--- config.mk ---
export PLATFORM = sky130hd
export DESIGN_NAME = shift_seq
export DESIGN_NICKNAME = d
export VERILOG_FILES = /design/src/rtl/shift_seq_pkg.sv /design/src/rtl/shift_step.sv /design/src/rtl/shift_seq.sv
export SDC_FILE = /design/constraint.sdc
export NUM_CORES = 1
export LEC_CHECK = 0
export BUFFER_PORTS_ARGS = -buffer_cell sky130_fd_sc_hd__buf_4
export CELL_PAD_IN_SITES_DETAIL_PLACEMENT = 1
export CELL_PAD_IN_SITES_GLOBAL_PLACEMENT = 1
export CORE_MARGIN = 3
export CORE_UTILIZATION = 42
export CTS_CLUSTER_DIAMETER = 40
export DETAILED_ROUTE_END_ITERATION = 8
export GPL_TIMING_DRIVEN = 0
export HOLD_SLACK_MARGIN = 0.08
export PLACE_DENSITY = 0.86
export SLEW_MARGIN = 20
export SYNTH_ARGS = -nofsm -noshare
export SYNTH_HDL_FRONTEND = slang
export SYNTH_SLANG_ARGS = --single-unit
--- constraint.sdc ---
create_clock -name clk -period 3.85 [get_ports clk]
set_input_delay 0.77 -clock clk [delete_from_list [all_inputs] [get_ports clk]]
set_output_delay 0.77 -clock clk [all_outputs]
set_load 0.005 [all_outputs]
--- src/rtl/shift_seq_pkg.sv ---
// rtl/shift_seq_pkg.sv - shared widths, FSM state and shift mode types for shift_seq
package shift_seq_pkg;

    localparam int DATA_W = 8;
    localparam int CNT_W  = 3;

    typedef enum logic [1:0] {
        IDLE  = 2'd0,
        SHIFT = 2'd1,
        DONE  = 2'd2
    } state_e;

    typedef enum logic [1:0] {
        SLL = 2'd0,
        SRL = 2'd1,
        SRA = 2'd2,
        ROL = 2'd3
    } mode_e;

endpackage

--- src/rtl/shift_step.sv ---
// rtl/shift_step.sv - combinational single-bit shift/rotate step with carry out
module shift_step
    import shift_seq_pkg::*;
(
    input  logic [DATA_W-1:0] y_i,
    input  mode_e             mode_i,
    output logic [DATA_W-1:0] y_o,
    output logic              c_o
);

    always_comb begin
        y_o = y_i;
        c_o = 1'b0;
        case (mode_i)
            SLL: begin
                y_o = {y_i[DATA_W-2:0], 1'b0};
                c_o = y_i[DATA_W-1];
            end
            SRL: begin
                y_o = {1'b0, y_i[DATA_W-1:1]};
                c_o = y_i[0];
            end
            SRA: begin
                y_o = {y_i[DATA_W-1], y_i[DATA_W-1:1]};
                c_o = y_i[0];
            end
            ROL: begin
                y_o = {y_i[DATA_W-2:0], y_i[DATA_W-1]};
                c_o = y_i[DATA_W-1];
            end
        endcase
    end

endmodule

--- src/rtl/shift_seq.sv ---
// rtl/shift_seq.sv - multi-cycle shifter FSM; SHIFT_SEQ_ROTATE_EN adds rotate-left (lr=0, la=1)
module shift_seq
    import shift_seq_pkg::*;
(
    input  logic              clk,
    input  logic              reset,
    input  logic              start,
    input  logic [DATA_W-1:0] a,
    input  logic [CNT_W-1:0]  amt,
    input  logic              la,
    input  logic              lr,
    output logic              busy,
    output logic              done,
    output logic [DATA_W-1:0] y,
    output logic              c,
    output logic              z
);

    state_e             state_q, state_d;
    mode_e              mode_q, mode_d, accept_mode;
    logic [CNT_W-1:0]   cnt_q, cnt_d;
    logic [DATA_W-1:0]  y_q, y_d, step_y;
    logic               c_q, c_d, step_c, z_q;

    shift_step u_step (
        .y_i    (y_q),
        .mode_i (mode_q),
        .y_o    (step_y),
        .c_o    (step_c)
    );

    always_comb begin
        if (lr) begin
            accept_mode = la ? SRA : SRL;
        end else begin
`ifdef SHIFT_SEQ_ROTATE_EN
            accept_mode = la ? ROL : SLL;
`else
            accept_mode = SLL;
`endif
        end
    end

    always_comb begin
        state_d = state_q;
        mode_d  = mode_q;
        cnt_d   = cnt_q;
        y_d     = y_q;
        c_d     = c_q;
        case (state_q)
            IDLE: begin
                if (start) begin
                    y_d     = a;
                    cnt_d   = amt;
                    mode_d  = accept_mode;
                    c_d     = 1'b0;
                    state_d = (amt != '0) ? SHIFT : DONE;
                end
            end
            SHIFT: begin
                y_d   = step_y;
                c_d   = step_c;
                cnt_d = cnt_q - CNT_W'(1);
                if (cnt_q == CNT_W'(1)) begin
                    state_d = DONE;
                end
            end
            DONE:    state_d = IDLE;
            default: state_d = IDLE;
        endcase
    end

    // z is registered from y_d so it always tracks the y register exactly
    always_ff @(posedge clk or posedge reset) begin
        if (reset) begin
            state_q <= IDLE;
            mode_q  <= SLL;
            cnt_q   <= '0;
            y_q     <= '0;
            c_q     <= 1'b0;
            z_q     <= 1'b1;
        end else begin
            state_q <= state_d;
            mode_q  <= mode_d;
            cnt_q   <= cnt_d;
            y_q     <= y_d;
            c_q     <= c_d;
            z_q     <= (y_d == '0);
        end
    end

    assign busy = (state_q != IDLE);
    assign done = (state_q == DONE);
    assign y    = y_q;
    assign c    = c_q;
    assign z    = z_q;

endmodule

==> metrics.md <==
| Metric | Value |
|---|---|
| Run status | `finished, final reports clean` |
| Placement Cell Area | `0.00133 sq mm` |
| Number of remaining DRC errors | `0` |
| Reg2Reg Depth | `8` |
| Measured slew at the worst slew-check pin | `0.699 ns` |
| Count of cell types in the netlist | `41` |
| Layout cells sized above 1 | `29.7%` |
| Post-CTS sizing | `0` |
| Vias in the first global route | `1107` |
| DP HPWL | `2540 microns` |
| CTS tree | `done` |
| Gpl congestion | `0.813` |
| MaxCap Viol Count | `0` |
| IO buf count | `27` |
| Antenna violations before repair | `0` |
| Synth area leader | `dfrtp_1` |
| Clock period minus worst slack | `2.37 ns` |
| Crit. End Element | `output port` |
| Area fraction in and, or, nand and nor cells after synthesis | `14.7%` |
| Root Driver | `clkbuf_4` |
| Final Total Pwr | `1.13 mW` |
| Top cell type's share of synthesized area | `36.7%` |
| Post-Syn Area | `0.00109 sq mm` |
| Initial Util | `46.7%` |
| Top FF cell, synth | `dfrtp_1` |
| Mux share of post-synthesis cell area | `0.916%` |
| Kind of start point of the critical path | `flip-flop` |
| Crit share post-route | `61.7%` |
| Congestion Overflow GR | `0` |
| Layout Area Growth over Synthesis | `24.2%` |
| Mapped Nets | `136` |
| Worst hold slack | `0.551 ns` |
| I/O Pins | `28` |
| Row count | `17` |
| Die width | `57.0 microns` |
| Sequential fraction of the synthesis area | `39.1%` |
| Skew final | `0.00153 ns` |
| WL/cell | `19.4 microns` |
| Setup crit end | `busy` |
| Final setup viols | `0` |
| Worst Setup SP | `state_q[0]` |
| EDFF count, synth | `0` |
| First-pass GRT wire length | `5620 microns` |
| CTS Buffer Depth | `2` |
| 1st-iter DRT viols | `30` |
| Power per cell area | `832 mW/mm^2` |
| Max Slew Vio Count | `0` |
| Post-synth ARST share | `100%` |
| Reg-to-Reg End | `z` |
| Avg Cell Area, Syn | `9.58 sq um` |
| Die ar. | `0.00325 sq mm` |
| Design Area, Final | `0.00136 sq mm` |
| Htree depth | `1` |
| Antenna Cells | `0` |
| Antenna-violating nets left | `0` |
| CP required | `3.08 ns` |
| Worst path arrival time | `1.60 ns` |
| Ys Warns | `0` |
| DR pass1 iterations | `5` |
| Post-DR vias/cell | `5.95` |
| Hold/Removal Path Class | `reg -> reg` |
| Cts hold-fix bufs | `0` |
| # fillers | `293` |
| Largest family of logic cells by synthesized area | `compound AO/OA/AOI/OAI gates` |
| R2R setup slack | `1.63 ns` |
| #FFs+latches synth | `17` |
| Peak Freq | `421 MHz` |
| Die span in y | `57.0 microns` |
| Cells after synthesis | `114` |
| Final wirelength | `3350 microns` |
| Post-synthesis xor/xnor area fraction | `0%` |
| Cts bufs inserted | `3` |
| Crit path kind | `reg -> out` |
| Adder-cell share of the synthesized area | `6.87%` |
| Final hold violation count | `0` |
| Worst-path clk slew | `0.10 ns` |
| Largest net degree at the start of global routing | `18` |
| NumNets Final | `168` |
| Final setup TNS | `0 ns` |
| Worst R2R Start | `mode_q[0]` |
| Latest clock arrival within the worst-skew pair | `0.30 ns` |
| Clk sinks | `17` |
| Post-CTS Setup Bufs | `0` |
| Area contributors post-synth | `dfrtp_1 (37%), ha_1 (6.9%), a22oi_1 (4.8%)` |
| Post-synthesis compound-gate area fraction | `31.3%` |
| Core area | `0.00234 sq mm` |
| Crit Path Max Fanout | `10` |
| Leakage | `0.623 nW` |
| Worst IR drop on VDD | `0.451 mV` |
| RSZ-0062 raised after global routing | `no` |
| Relative slew slack | `53.3%` |
| Total GRT Usage | `22.3%` |
| Vias | `1029` |
-- layout make-up --
cell class	instances	area [sq um]	area share, %
buffer	5	41.3	3.04
clock buffer	4	26.3	1.94
sequential	17	427	31.5
multi-input combinational	82	587	43.3
inverter	10	37.5	2.77
timing repair buffer	27	203	14.9
tap	28	35.0	2.58
-- sequential cells by signal, indices dropped and copies added (netlist names) --
name	count
cnt_q	3
mode_q	2
state_q	2
c	1
y	8
z	1
-- logic make-up (layout without fill, tap and decap cells) --
family / after synthesis / after routing
buffers and inverters: 15 / 46
muxes: 1 / 1
and+or+nand+nor: 27 / 27
adders and majority gates: 6 / 6
DFF: 17 / 17
AOI/OAI and AO/OA: 48 / 48
-- Yosys cell counts, types with 2 or more instances --
master and n:
o22ai_1 2, nand2_1 7, a21oi_1 7, nand2b_1 2
nor2_1 2, a22oi_1 7, dfrtp_1 16, clkbuf_1 2
nor2b_1 5, nor3_1 2, o31ai_1 4, o21ai_1 3
o21ba_2 2, o41ai_1 2, ha_1 6, o21ai_0 9
a22o_1 2, buf_6 3, inv_1 9
-- critical path: stages (launching register included) --
cell and delay [ns]:
dfrtp_1 0.45, buf_6 0.17, clkbuf_1 0.22, or2_2 0.33, buf_4 0.14
-- report_power, final --
part           internal, mW  switching [mW]
Clock                0.0404          0.0616
Combinational         0.316           0.346
Sequential            0.260           0.104
-- worst min path at each step --
| stage | from | to | slack (ns) | cells after the start |
|---|---|---|---|---|
| global placement | c | c | 0.48 | 2 |
| finish | cnt_q[0] | cnt_q[0] | 0.55 | 1 |
| floorplan | c | c | 0.47 | 2 |
| global route | cnt_q[0] | cnt_q[0] | 0.58 | 1 |
| detailed placement | cnt_q[0] | cnt_q[0] | 0.53 | 1 |
| CTS | cnt_q[0] | cnt_q[0] | 0.54 | 1 |
-- cell usage in the layout (no fill, tap or decap), drive strengths merged, types with 2 or more instances in the layout --
cell type | synthesis | layout
o21ai | 12 | 12
a22o | 2 | 2
ha | 6 | 6
o22ai | 2 | 2
o41ai | 2 | 2
nor2 | 3 | 3
a22oi | 8 | 8
inv | 10 | 10
buf | 3 | 30
nor3 | 2 | 2
clkbuf | 2 | 6
o21ba | 2 | 2
o31ai | 4 | 4
nand2 | 7 | 7
nor2b | 5 | 5
dfrtp | 16 | 16
or2 | 2 | 2
a21oi | 7 | 7
nand2b | 2 | 2
-- metal layers --
layer	track usage [%]	vias up	wire [microns]
met5	0	-	0
met4	5.30	0	51
met3	4.98	4	141
met2	38.5	39	1710
met1	28.3	501	1440
li1	-	485	-
-- per-stage QoR --
stage | setup WS, ns | instances | utilization, %
2_1_floorplan | 1.82 | 114 | -
3_3_place_gp | 1.59 | 169 | 56.8
3_5_place_dp | 1.60 | 169 | 56.8
4_1_cts | 1.48 | 173 | 58.0
5_1_grt | 1.35 | 173 | 58.0
6_report | 1.48 | 173 | 58.0
No activity file was read; power rests on OpenSTA's default activity.
